<file path="src/rtl/shift_register_universal_if.sv">
// shift_register_universal_if: control/data bundle for shift_register_universal; SHIFT_REGISTER_ROTATE_EN adds ROTATE
interface shift_register_universal_if #(
    parameter int WIDTH = 16,
    parameter int STEP = 1,
    parameter int CNT_W = $clog2(WIDTH / STEP + 1)
);
    logic             ENABLE;
    logic [1:0]       MODE;
    logic [STEP-1:0]  IN;
    logic [WIDTH-1:0] LOAD_VALUE;
`ifdef SHIFT_REGISTER_ROTATE_EN
    logic             ROTATE;
`endif
    logic [WIDTH-1:0] Q;
    logic [STEP-1:0]  OUT_MSB;
    logic [STEP-1:0]  OUT_LSB;
    logic [CNT_W-1:0] COUNT;
    logic             EMPTY;
    logic             FRAME_DONE;
    modport master (
`ifdef SHIFT_REGISTER_ROTATE_EN
        output ROTATE,
`endif
        output ENABLE, MODE, IN, LOAD_VALUE,
        input Q, OUT_MSB, OUT_LSB, COUNT, EMPTY, FRAME_DONE
    );
    modport slave (
`ifdef SHIFT_REGISTER_ROTATE_EN
        input ROTATE,
`endif
        input ENABLE, MODE, IN, LOAD_VALUE,
        output Q, OUT_MSB, OUT_LSB, COUNT, EMPTY, FRAME_DONE
    );
endinterface

</file>
<file path="src/rtl/shift_register_universal.sv">
// shift_register_universal: left/right multi-bit shift register with parallel load and frame counter; SHIFT_REGISTER_ROTATE_EN adds rotate
module shift_register_universal #(
    parameter int WIDTH = 16,
    parameter int STEP = 1,
    parameter logic [WIDTH-1:0] RESET_VALUE = '0,
    parameter int CNT_W = $clog2(WIDTH / STEP + 1)
) (
    input logic CLK,
    input logic RESET,
    shift_register_universal_if.slave bus
);
    localparam logic [CNT_W-1:0] FRAME = CNT_W'(WIDTH / STEP);
    logic [WIDTH-1:0] q, q_next;
    logic [CNT_W-1:0] count, count_next;
    logic done, shift, load, rotate;
    logic [STEP-1:0] fill_left, fill_right;
`ifdef SHIFT_REGISTER_ROTATE_EN
    assign rotate = bus.ROTATE;
`else
    assign rotate = 1'b0;
`endif
    // next register contents and frame count from mode, enable and rotate selection
    always_comb begin
        shift = bus.ENABLE && (bus.MODE == 2'b01 || bus.MODE == 2'b10);
        load = bus.ENABLE && bus.MODE == 2'b11;
        fill_left = rotate ? q[WIDTH-1 -: STEP] : bus.IN;
        fill_right = rotate ? q[STEP-1:0] : bus.IN;
        q_next = !bus.ENABLE ? q :
                 bus.MODE == 2'b01 ? {q[WIDTH-STEP-1:0], fill_left} :
                 bus.MODE == 2'b10 ? {fill_right, q[WIDTH-1:STEP]} :
                 bus.MODE == 2'b11 ? bus.LOAD_VALUE : q;
        count_next = load ? FRAME : (shift && count != '0) ? count - CNT_W'(1) : count;
    end
    // state register; the done pulse fires on the shift that takes the count from 1 to 0
    always_ff @(posedge CLK or posedge RESET) begin
        if (RESET) begin
            q <= RESET_VALUE;
            count <= '0;
            done <= 1'b0;
        end else begin
            q <= q_next;
            count <= count_next;
            done <= shift && count == CNT_W'(1);
        end
    end
    assign bus.Q = q;
    assign bus.OUT_MSB = q[WIDTH-1 -: STEP];
    assign bus.OUT_LSB = q[STEP-1:0];
    assign bus.COUNT = count;
    assign bus.EMPTY = count == '0;
    assign bus.FRAME_DONE = done;
endmodule
</file>
<file path="src/flat_wrapper.sv">
// flat-port wrapper written by rule: the top's interface ports become plain ports
module shift_register_universal_flat 
#(
    parameter int WIDTH = 16,
    parameter int STEP = 1,
    parameter logic [WIDTH-1:0] RESET_VALUE = '0,
    parameter int CNT_W = $clog2(WIDTH / STEP + 1)
)
  (CLK, RESET, bus_ENABLE, bus_MODE, bus_IN, bus_LOAD_VALUE, bus_Q, bus_OUT_MSB, bus_OUT_LSB, bus_COUNT, bus_EMPTY, bus_FRAME_DONE);
  shift_register_universal_if #(.WIDTH(WIDTH), .STEP(STEP), .CNT_W(CNT_W)) bus_i ();
  input logic CLK;
  input logic RESET;
  input wire logic [$bits(bus_i.ENABLE)-1:0] bus_ENABLE;
  input wire logic [$bits(bus_i.MODE)-1:0] bus_MODE;
  input wire logic [$bits(bus_i.IN)-1:0] bus_IN;
  input wire logic [$bits(bus_i.LOAD_VALUE)-1:0] bus_LOAD_VALUE;
  output wire logic [$bits(bus_i.Q)-1:0] bus_Q;
  output wire logic [$bits(bus_i.OUT_MSB)-1:0] bus_OUT_MSB;
  output wire logic [$bits(bus_i.OUT_LSB)-1:0] bus_OUT_LSB;
  output wire logic [$bits(bus_i.COUNT)-1:0] bus_COUNT;
  output wire logic [$bits(bus_i.EMPTY)-1:0] bus_EMPTY;
  output wire logic [$bits(bus_i.FRAME_DONE)-1:0] bus_FRAME_DONE;
  assign bus_i.ENABLE = bus_ENABLE;
  assign bus_i.MODE = bus_MODE;
  assign bus_i.IN = bus_IN;
  assign bus_i.LOAD_VALUE = bus_LOAD_VALUE;
  assign bus_Q = bus_i.Q;
  assign bus_OUT_MSB = bus_i.OUT_MSB;
  assign bus_OUT_LSB = bus_i.OUT_LSB;
  assign bus_COUNT = bus_i.COUNT;
  assign bus_EMPTY = bus_i.EMPTY;
  assign bus_FRAME_DONE = bus_i.FRAME_DONE;
  shift_register_universal #(.WIDTH(WIDTH), .STEP(STEP), .RESET_VALUE(RESET_VALUE), .CNT_W(CNT_W)) u_core (.CLK(CLK), .RESET(RESET), .bus(bus_i));
endmodule
</file>
<file path="config.mk">
export PLATFORM = sky130hd
export DESIGN_NAME = shift_register_universal_flat
export DESIGN_NICKNAME = d
export VERILOG_FILES = /design/src/rtl/shift_register_universal_if.sv /design/src/rtl/shift_register_universal.sv /design/src/flat_wrapper.sv
export SDC_FILE = /design/constraint.sdc
export NUM_CORES = 1
export LEC_CHECK = 0
export ABC_AREA = 1
export CAP_MARGIN = 20
export CORE_MARGIN = 2
export CORE_UTILIZATION = 51
export DETAILED_ROUTE_END_ITERATION = 8
export GPL_TIMING_DRIVEN = 0
export PLACE_DENSITY_LB_ADDON = 0.1
export SLEW_MARGIN = 10
export SYNTH_ARGS = -nofsm -noshare
export SYNTH_HDL_FRONTEND = slang
export SYNTH_SLANG_ARGS = --single-unit
</file>
<file path="constraint.sdc">
create_clock -name CLK -period 2.1 [get_ports CLK]
set_clock_uncertainty 0.15 [all_clocks]
set_input_delay 0.21 -clock CLK [delete_from_list [all_inputs] [get_ports CLK]]
set_output_delay 0.21 -clock CLK [all_outputs]
set_load 0.1 [all_outputs]
</file>
==> results of run 1 <==
-- final cells by class --
class / instances / area [um2] / area share (%)
Sequential cell: 22 / 553 / 26.6
Clock buffer: 4 / 36.3 / 1.74
Timing Repair Buffer: 46 / 420 / 20.2
Multi-Input combinational cell: 117 / 806 / 38.7
Inverter: 31 / 125 / 6.01
Buffer: 11 / 100 / 4.81
Tap cell: 33 / 41.3 / 1.98
-- flip-flops by register name, indices dropped and copies added, names as in the netlist --
signal                 count
u_core.bus.FRAME_DONE      1
u_core.bus.COUNT           5
u_core.bus.Q              16
-- layout by cell type (no fill, tap or decap), types with 2 or more instances in the layout --
| cell | instances |
|---|---|
| nand4_1 | 3 |
| clkdlybuf4s50_1 | 21 |
| a21oi_1 | 4 |
| a21oi_2 | 16 |
| or2_1 | 10 |
| o21ai_1 | 2 |
| buf_4 | 5 |
| clkbuf_2 | 2 |
| nor2_1 | 2 |
| inv_2 | 2 |
| ha_1 | 5 |
| dfrtp_1 | 20 |
| dfrtp_2 | 2 |
| clkbuf_4 | 3 |
| or2_2 | 2 |
| a22oi_2 | 14 |
| inv_1 | 27 |
| buf_6 | 4 |
| o211ai_1 | 2 |
| dlygate4sd2_1 | 22 |
| buf_2 | 2 |
| nand2_1 | 32 |
| nand3_1 | 20 |
-- metal layers --
metal,share of wire [%],global-route usage (%)
met3,4.9,3.49
met2,52,44.1
met1,42,28.0
met4,1.4,10.2
met5,0,0
-- worst min-delay path by stage --
stage,start,end,cells past startpoint
3_3_place_gp,u_core.bus.COUNT[4]$_DFFE_PP0P_,u_core.bus.COUNT[4]$_DFFE_PP0P_,2
3_5_place_dp,u_core.bus.COUNT[4]$_DFFE_PP0P_,u_core.bus.COUNT[4]$_DFFE_PP0P_,2
5_1_grt,RESET,u_core.bus.Q[15]$_DFFE_PP0P_,2
4_1_cts,RESET,u_core.bus.COUNT[2]$_DFFE_PP0P_,2
6_report,RESET,u_core.bus.Q[5]$_DFFE_PP0P_,2
2_1_floorplan,RESET,u_core.bus.COUNT[2]$_DFFE_PP0P_,1
-- critical path, delay by kind of cell (launching register included) --
kind / cells / cell delay, ps
buf+inv: 2 / 960
flops: 1 / 410
-- through the flow --
step / power, mW / hold slack, ps / cells / setup slack, ps / utilization (%)
floorplan: 1.79 / 49.1 / 181 / 30.4 / -
global placement: 2.11 / 338 / 260 / -390 / 69.4
detailed placement: 2.15 / 341 / 260 / -429 / 69.4
CTS: 2.32 / 237 / 264 / 13.3 / 69.5
global route: 2.43 / 265 / 264 / 2.05 / 69.3
finish: 2.31 / 199 / 264 / 50.5 / 69.3
-- kinds of logic after synthesis --
group / after synthesis
DFF: 22
buffers and inverters: 42
AOI/OAI and AO/OA: 38
and+or+nand+nor: 73
adders and majority gates: 6
-- power by group --
group          switching, mW  leakage [nW]  internal, mW
clock                  0.142        0.0210         0.106
sequential             0.101         0.249         0.517
combinational           1.12         0.726         0.328
-- what timing repair did --
action	4_1_cts	5_1_grt
setup endpoints to repair	25	3
hold buffers	0	0
gates resized for setup	30	5
endpoints found under the hold margin	0	0
==> results_dict.tcl, run 1 <==
set metrics [dict create \
    firstDrtPassIters 4 \
    drc 0 \
    timing.rr.end "u_core.bus.COUNT[3]$_DFFE_PP0P_" \
    synth-simple-area-share_pct 23.4 \
    clock.fmax_mhz 488 \
    synth_cells 181 \
    reg2regPathDepth 7 \
    cts_sinks 22 \
    synth_xor_area_share_pct 0 \
    synth_top_family_by_area "simple AND/OR/NAND/NOR gates" \
    tightest_slew_ps 976 \
    relSlewSlack_pct 35.2 \
    grt_max_degree 23 \
    synth_common_cells "nand2_1 (32), inv_1 (28), dfrtp_1 (22)" \
    num_vias 1413 \
    antenna_left 0 \
    peakVddDrop_mv 0.914 \
    yosysMostFrequentCell "nand2_1" \
    synth_compound_area_share_pct 22.9 \
    finish.instance_area_mm2 0.00208 \
    crit_slowest_cell "dlygate4sd2_1" \
    clkLatencyLatePin_ps 320 \
    syn_to_final_growth_pct 32.2 \
    drv_slew 0 \
    clkTransAtPathRegs_ps 140 \
    path_cells "buf_4, dlygate4sd2_1" \
    r2r_setup_slack_ps 620 \
    power_leakage_nw 0.996 \
    synth_area_leader_cell "dfrtp_1" \
    placed_cell_area_mm2 0.00208 \
    hpwl_um 2910 \
    synth_edf_count 0 \
    outcome "finished clean" \
    cp-startpoint "u_core.bus.Q[15]$_DFFE_PP0P_" \
    portBuffers 46 \
    yosys-top-cells-area "dfrtp_1 (35%), a22oi_2 (11%), a21oi_2 (8.9%)" \
    ys.flop_type "dfrtp_1" \
    initial_core_util_pct 52.5 \
    grt_pass1_vias 1469 \
    fin_nets 260 \
    synth_top_area_share_pct 34.9 \
    rr_startpoint "u_core.bus.COUNT[0]$_DFFE_PP0P_" \
    yosys-mux-area-fraction_pct 0 \
    min_period_ps 2050 \
    cp_max_fo 3 \
    grt_usage_pct 24.2 \
    critPathCaptureType "primary output" \
    rsz0062_at_grt "false" \
    post-cts-setup-buffer-count 0 \
    core.rowCount 20 \
    htreeDepth 1 \
    wire_per_inst_um 14.5 \
    finalSetupViolations 0 \
    cts_root_buf "clkbuf_4" \
    cts_buffers 3 \
    io_pins 47 \
    async_reset_ff_share_pct 100 \
    fp.dieH_um 59.6 \
    viasPerCell 5.35 \
    syn_avg_cell_area_um2 8.70 \
    max_cap_viol_count 0 \
    pwr_density_cell_mw_per_mm2 1110 \
    ys_warn_count 0 \
    arrival_ps 1690 \
    cp.required_ps 1740 \
    num_antenna_cells 0 \
    cpPeakStageDelay_ps 840 \
    cts_max_path_buffers 2 \
    hold_violations 0 \
    cp-start-kind "flop" \
    hold_class "input pin to asynchronous set/reset pin" \
    gp_congestion 0.820 \
    ys_types 24 \
    syn-num-nets 209 \
    wl_um 3820 \
    overflow 0 \
    synthAdderAreaFrac_pct 4.77 \
    finalSetupTns_ps 0 \
    antenna_found_initial 0 \
    fillCellCount 247 \
    synth_seq_area_share_pct 34.9 \
    synthesis.area_mm2 0.00158 \
    die_area_mm2 0.00355 \
    drt-initial-drc-count 81 \
    finalCritPeriodShare_pct 97.6 \
    die_w_um 59.6 \
    drive_above_1_share_pct 26.4 \
    core-area_mm2 0.00300 \
    grt_pass1_wl_um 6550 \
    critPathKind "flop to primary output" \
    cts_tree "done" \
    cp-endpoint "bus_Q[15]" \
    synth-seq-cells 22 \
]
No activity file was read; power rests on OpenSTA's default activity.
==> inputs of run 2 (changes only) <==
--- a/config.mk
+++ b/config.mk
@@ -12,4 +12,5 @@
 export DETAILED_ROUTE_END_ITERATION = 8
 export GPL_TIMING_DRIVEN = 0
+export HOLD_SLACK_MARGIN = 0.1
 export PLACE_DENSITY_LB_ADDON = 0.1
 export SLEW_MARGIN = 10
==> constraint.sdc (replaced) <==
create_clock -name CLK -period 2.1 [get_ports CLK]
set_clock_uncertainty 0.15 [all_clocks]
set_input_delay 0.42 -clock CLK [delete_from_list [all_inputs] [get_ports CLK]]
set_output_delay 0.42 -clock CLK [all_outputs]
set_load 0.1 [all_outputs]
==> run 2 against run 1 <==
Against the previous run: count of clock-buffer cells in the layout unchanged; first-iteration DRC count increased by 14%; sequential share of layout area decreased by 0.85 points; routed wire length increased by 2.1%; maximum frequency increased by 0.20%; sequential power increased by 3.9%; cell count increased by 0.38%; critical path depth increased by 3; global-route usage decreased by 0.31 points; core utilization increased by 3.4 points; register-to-register slack got worse by 50 ps; critical endpoint is now bus_EMPTY.
==> results_dict.tcl, run 2 (same netlist as run 1, synthesis figures left out) <==
set metrics [dict create \
    cts_max_path_buffers 2 \
    wire_per_inst_um 14.7 \
    drive_above_1_share_pct 38.4 \
    cts_root_buf "clkbuf_4" \
    peakVddDrop_mv 0.969 \
    fillCellCount 244 \
    cts_tree "done" \
    drc 0 \
    core-area_mm2 0.00300 \
    arrival_ps 1480 \
    die_area_mm2 0.00355 \
    finalSetupViolations 0 \
    viasPerCell 5.38 \
    fp.dieH_um 59.6 \
    hold_class "flop to flop" \
    cts_sinks 22 \
    grt_pass1_wl_um 6390 \
    cp.required_ps 1530 \
    antenna_left 0 \
    fin_nets 261 \
    final_common_cell "nand2_1" \
    core.rowCount 20 \
    drv_slew 0 \
    min_period_ps 2050 \
    hpwl_um 2870 \
    gp_congestion 0.823 \
    clock.fmax_mhz 489 \
    antenna_found_initial 0 \
    grt_usage_pct 23.9 \
    cts_buffers 3 \
    placed_cells 260 \
    num_vias 1427 \
    critPathCaptureType "primary output" \
    num_antenna_cells 0 \
    io_pins 47 \
    final_cell_mix "nand2_1 (32), inv_1 (25), clkdlybuf4s15_2 (23)" \
    hold_violations 0 \
    drt-initial-drc-count 92 \
    pwr_density_cell_mw_per_mm2 1120 \
    rsz0062_at_grt "false" \
    htreeDepth 1 \
    portBuffers 46 \
    tightest_slew_ps 870 \
    finalCritPeriodShare_pct 97.4 \
    wl_um 3900 \
    fin_cells 265 \
    grt_pass1_vias 1481 \
    outcome "finished clean" \
    syn_to_final_growth_pct 38.7 \
    setup_ws_ps 54.6 \
    dp_slack_ps -678 \
    max_cap_viol_count 0 \
    relSlewSlack_pct 41.9 \
    cp-start-kind "flop" \
    critPathKind "flop to primary output" \
    grt_max_degree 23 \
    die_w_um 59.6 \
    clkTransAtPathRegs_ps 140 \
    cp_max_fo 4 \
    overflow 0 \
    finalSetupTns_ps 0 \
    power_leakage_nw 1.00 \
    firstDrtPassIters 4 \
    clkLatencyLatePin_ps 330 \
    largest_reg_flops 16 \
    initial_core_util_pct 52.5 \
]
run 2: cell types whose count changed in the layout (fill, tap and decap cells not counted), sizes merged:
cell / change
clkdlybuf4s15: +23
dlygate4sd2: -22
buf: +1
clkbuf: -1
run 2: timing repair:
| action | CTS | global route |
|---|---|---|
| endpoints found under the setup margin | 25 | 2 |
| gates resized for setup | 80 | 5 |
| setup buffers | 0 | 1 |
| hold endpoints to repair | 0 | 0 |
| hold buffers | 0 | 0 |
run 2: metal layers:
layer | vias up | part of all wire [%] | track usage, %
met3 | 11 | 3.9 | 3.49
met2 | 45 | 51 | 41.8
met5 | - | 0 | 0
li1 | 693 | - | -
met1 | 678 | 42 | 28.2
met4 | 0 | 2.7 | 12.4
run 2: where the power goes:
part / switching, mW / internal (mW) / leakage [nW]
combinational: 1.14 / 0.416 / 0.734
clock: 0.145 / 0.106 / 0.0210
sequential: 0.113 / 0.529 / 0.245
total: 1.39 / 1.05 / 1.00
run 2: critical path, stage by stage (launching register included):
cell	delay, ps
dfrtp_4	540
inv_4	90
ha_4	160
nand3_4	90
clkinvlp_4	90
buf_12	160
run 2: cell type report:
class / count / area [um2] / share of cell area (%)
Sequential cell: 22 / 562 / 25.7
Tap cell: 33 / 41.3 / 1.89
Clock buffer: 4 / 36.3 / 1.66
Inverter: 31 / 128 / 5.84
Multi-Input combinational cell: 117 / 816 / 37.3
Timing Repair Buffer: 47 / 502 / 23.0
Buffer: 11 / 100 / 4.58
run 2: through the flow:
stage	hold WS [ps]	utilization, %	instance area [um2]	power [mW]
final	372	72.8	2180	2.44
after floorplan	259	-	1590	1.81
after global placement	333	69.8	2090	2.13
after CTS	370	72.4	2170	2.43
after global routing	412	72.8	2180	2.56
after detailed placement	335	69.8	2090	2.17
run 2: worst paths after layout:
path	from	end	slack, ps	cells after the start
max in group asynchronous	RESET	u_core.bus.COUNT[1]$_DFFE_PP0P_	760	2
worst max register to register	u_core.bus.COUNT[0]$_DFFE_PP0P_	u_core.bus.COUNT[3]$_DFFE_PP0P_	570	8
min in group asynchronous	RESET	u_core.bus.Q[15]$_DFFE_PP0P_	410	2
worst min register to register	u_core.bus.COUNT[4]$_DFFE_PP0P_	u_core.bus.COUNT[4]$_DFFE_PP0P_	370	2
worst min-delay path	u_core.bus.COUNT[4]$_DFFE_PP0P_	u_core.bus.COUNT[4]$_DFFE_PP0P_	370	2
worst max-delay path	u_core.bus.COUNT[0]$_DFFE_PP0P_	bus_EMPTY	50	5
==> inputs of run 3 (changes only) <==
Settings changed: CORE_UTILIZATION 51 to 43.
Clock period 2.1 ns to 1.69 ns, I/O delays scaled along.
==> run 3 against run 2 <==
Against the previous run: the run now ends with setup timing left; count of clock-buffer cells in the layout is the same; hold slack got worse by 42 ps; via count increased by 1.8%; combinational power is 30% higher; total power is 27% higher; die area is 17% higher; routed wire length increased by 2.9%; global-route usage fell by 3.1 points; critical path depth unchanged; critical endpoint unchanged.
==> results_dict.tcl, run 3 (same netlist as run 1, synthesis figures left out) <==
set metrics [dict create \
    outcome "complete, but fails checks" \
    violations "setup timing" \
    hpwl_um 2990 \
    die_area_mm2 0.00416 \
    finish.instance_area_mm2 0.00218 \
    hold_violations 0 \
    num_vias 1452 \
    max_cap_viol_count 0 \
    grt_max_degree 23 \
    core.rowCount 21 \
    fillCellCount 312 \
    arrival_ps 1390 \
    grt_pass1_wl_um 6870 \
    fp.dieH_um 64.5 \
    cp_max_fo 2 \
    fin_nets 267 \
    relSlewSlack_pct 43.1 \
    antenna_left 0 \
    placed_cell_area_mm2 0.00213 \
    finalSetupTns_ps -189 \
    core-area_mm2 0.00342 \
    final_cell_mix "nand2_1 (32), inv_1 (25), nand3_1 (20)" \
    die_w_um 64.5 \
    power_leakage_nw 1.04 \
    pwr_density_cell_mw_per_mm2 1430 \
    gp_congestion 0.789 \
    clock.fmax_mhz 532 \
    critPathCaptureType "primary output" \
    drive_above_1_share_pct 41.2 \
    cp-start-kind "flop" \
    clkTransAtPathRegs_ps 120 \
    viasPerCell 5.11 \
    grt_usage_pct 20.8 \
    cts_tree "done" \
    crit_slowest_cell "dfrtp_4" \
    cp.required_ps 1200 \
    cp-startpoint "u_core.bus.COUNT[1]$_DFFE_PP0P_" \
    cts_max_path_buffers 2 \
    timing.rr.end "u_core.bus.COUNT[3]$_DFFE_PP0P_" \
    setup_ws_ps -189 \
    io_pins 47 \
    peakVddDrop_mv 1.15 \
    fin_cells 284 \
    finalCritPeriodShare_pct 111 \
    largest_reg_flops 16 \
    path_cells "inv_4, ha_4, nand3_4, clkinvlp_4, buf_12" \
    final_core_util_pct 63.7 \
    grt_pass1_vias 1539 \
    cpPeakStageDelay_ps 520 \
    antenna_found_initial 0 \
    syn_to_final_growth_pct 38.1 \
    firstDrtPassIters 5 \
    overflow 0 \
    drv_slew 0 \
    critPathBufInv 3 \
    crit_family "flip-flops" \
    drc 0 \
    dp_slack_ps -851 \
    r2r_setup_slack_ps 130 \
    reg2regPathDepth 9 \
    cts_sinks 22 \
    min_period_ps 1880 \
    placed_cells 273 \
    critPathKind "flop to primary output" \
    tightest_slew_ps 853 \
    initial_core_util_pct 46.1 \
    final_common_cell "nand2_1" \
    htreeDepth 1 \
    drt-initial-drc-count 79 \
    hold_class "input pin to asynchronous set/reset pin" \
    rsz0062_at_grt "true" \
    wl_um 4020 \
    finalSetupViolations 1 \
    cts_buffers 3 \
    num_antenna_cells 0 \
    cts_root_buf "clkbuf_4" \
    rr_startpoint "u_core.bus.COUNT[1]$_DFFE_PP0P_" \
    portBuffers 46 \
    clkLatencyLatePin_ps 320 \
    wire_per_inst_um 14.1 \
]
==> run 3: changes by cell type in the layout (fill, tap and decap cells not counted), sizes merged <==
cell and delta:
buf +15, clkbuf +14, clkdlybuf4s15 -23, clkdlybuf4s50 -2
dlymetal6s2s +2
==> run 3: per-stage QoR <==
stage          total power, mW  hold WS (ps)
3_5_place_dp              2.74           343
3_3_place_gp              2.69           332
6_report                  3.11           330
5_1_grt                   3.27           389
2_1_floorplan             2.30           177
4_1_cts                   3.01           375
==> run 3: power breakdown <==
group | internal (mW) | total [mW] | leakage [nW] | switching (mW)
Sequential | 0.659 | 0.794 | 0.244 | 0.135
Clock | 0.132 | 0.299 | 0.0210 | 0.167
Combinational | 0.581 | 2.02 | 0.774 | 1.44
==> run 3: how the worst max path moves through the flow <==
| stage | to | slack (ps) | cells after the start |
|---|---|---|---|
| 6_report | bus_EMPTY | -190 | 5 |
| 5_1_grt | bus_EMPTY | -250 | 5 |
| 4_1_cts | bus_EMPTY | -200 | 5 |
| 3_5_place_dp | bus_EMPTY | -850 | 5 |
| 3_3_place_gp | bus_EMPTY | -840 | 5 |
| 2_1_floorplan | bus_EMPTY | -200 | 4 |
==> run 3: what timing repair did <==
action	4_1_cts	5_1_grt
pin swaps	1	1
gates resized for setup	135	20
setup buffers	3	4
hold buffers	0	0
endpoints found under the setup margin	35	33
==> run 3: metal layers <==
layer,track usage (%),routed length (um),up-vias
met5,0,0,-
met4,7.45,51,0
met3,3.65,221,7
met2,39.3,2150,44
met1,23.3,1600,697
li1,-,-,704
==> run 3: layout make-up <==
class / instances / area, um2 / share of cell area, %
Multi-Input combinational cell: 117 / 818 / 37.6
Sequential cell: 22 / 564 / 25.9
Timing Repair Buffer: 53 / 463 / 21.3
Inverter: 31 / 130 / 5.98
Buffer: 11 / 106 / 4.89
Tap cell: 46 / 57.6 / 2.65
Clock buffer: 4 / 36.3 / 1.67
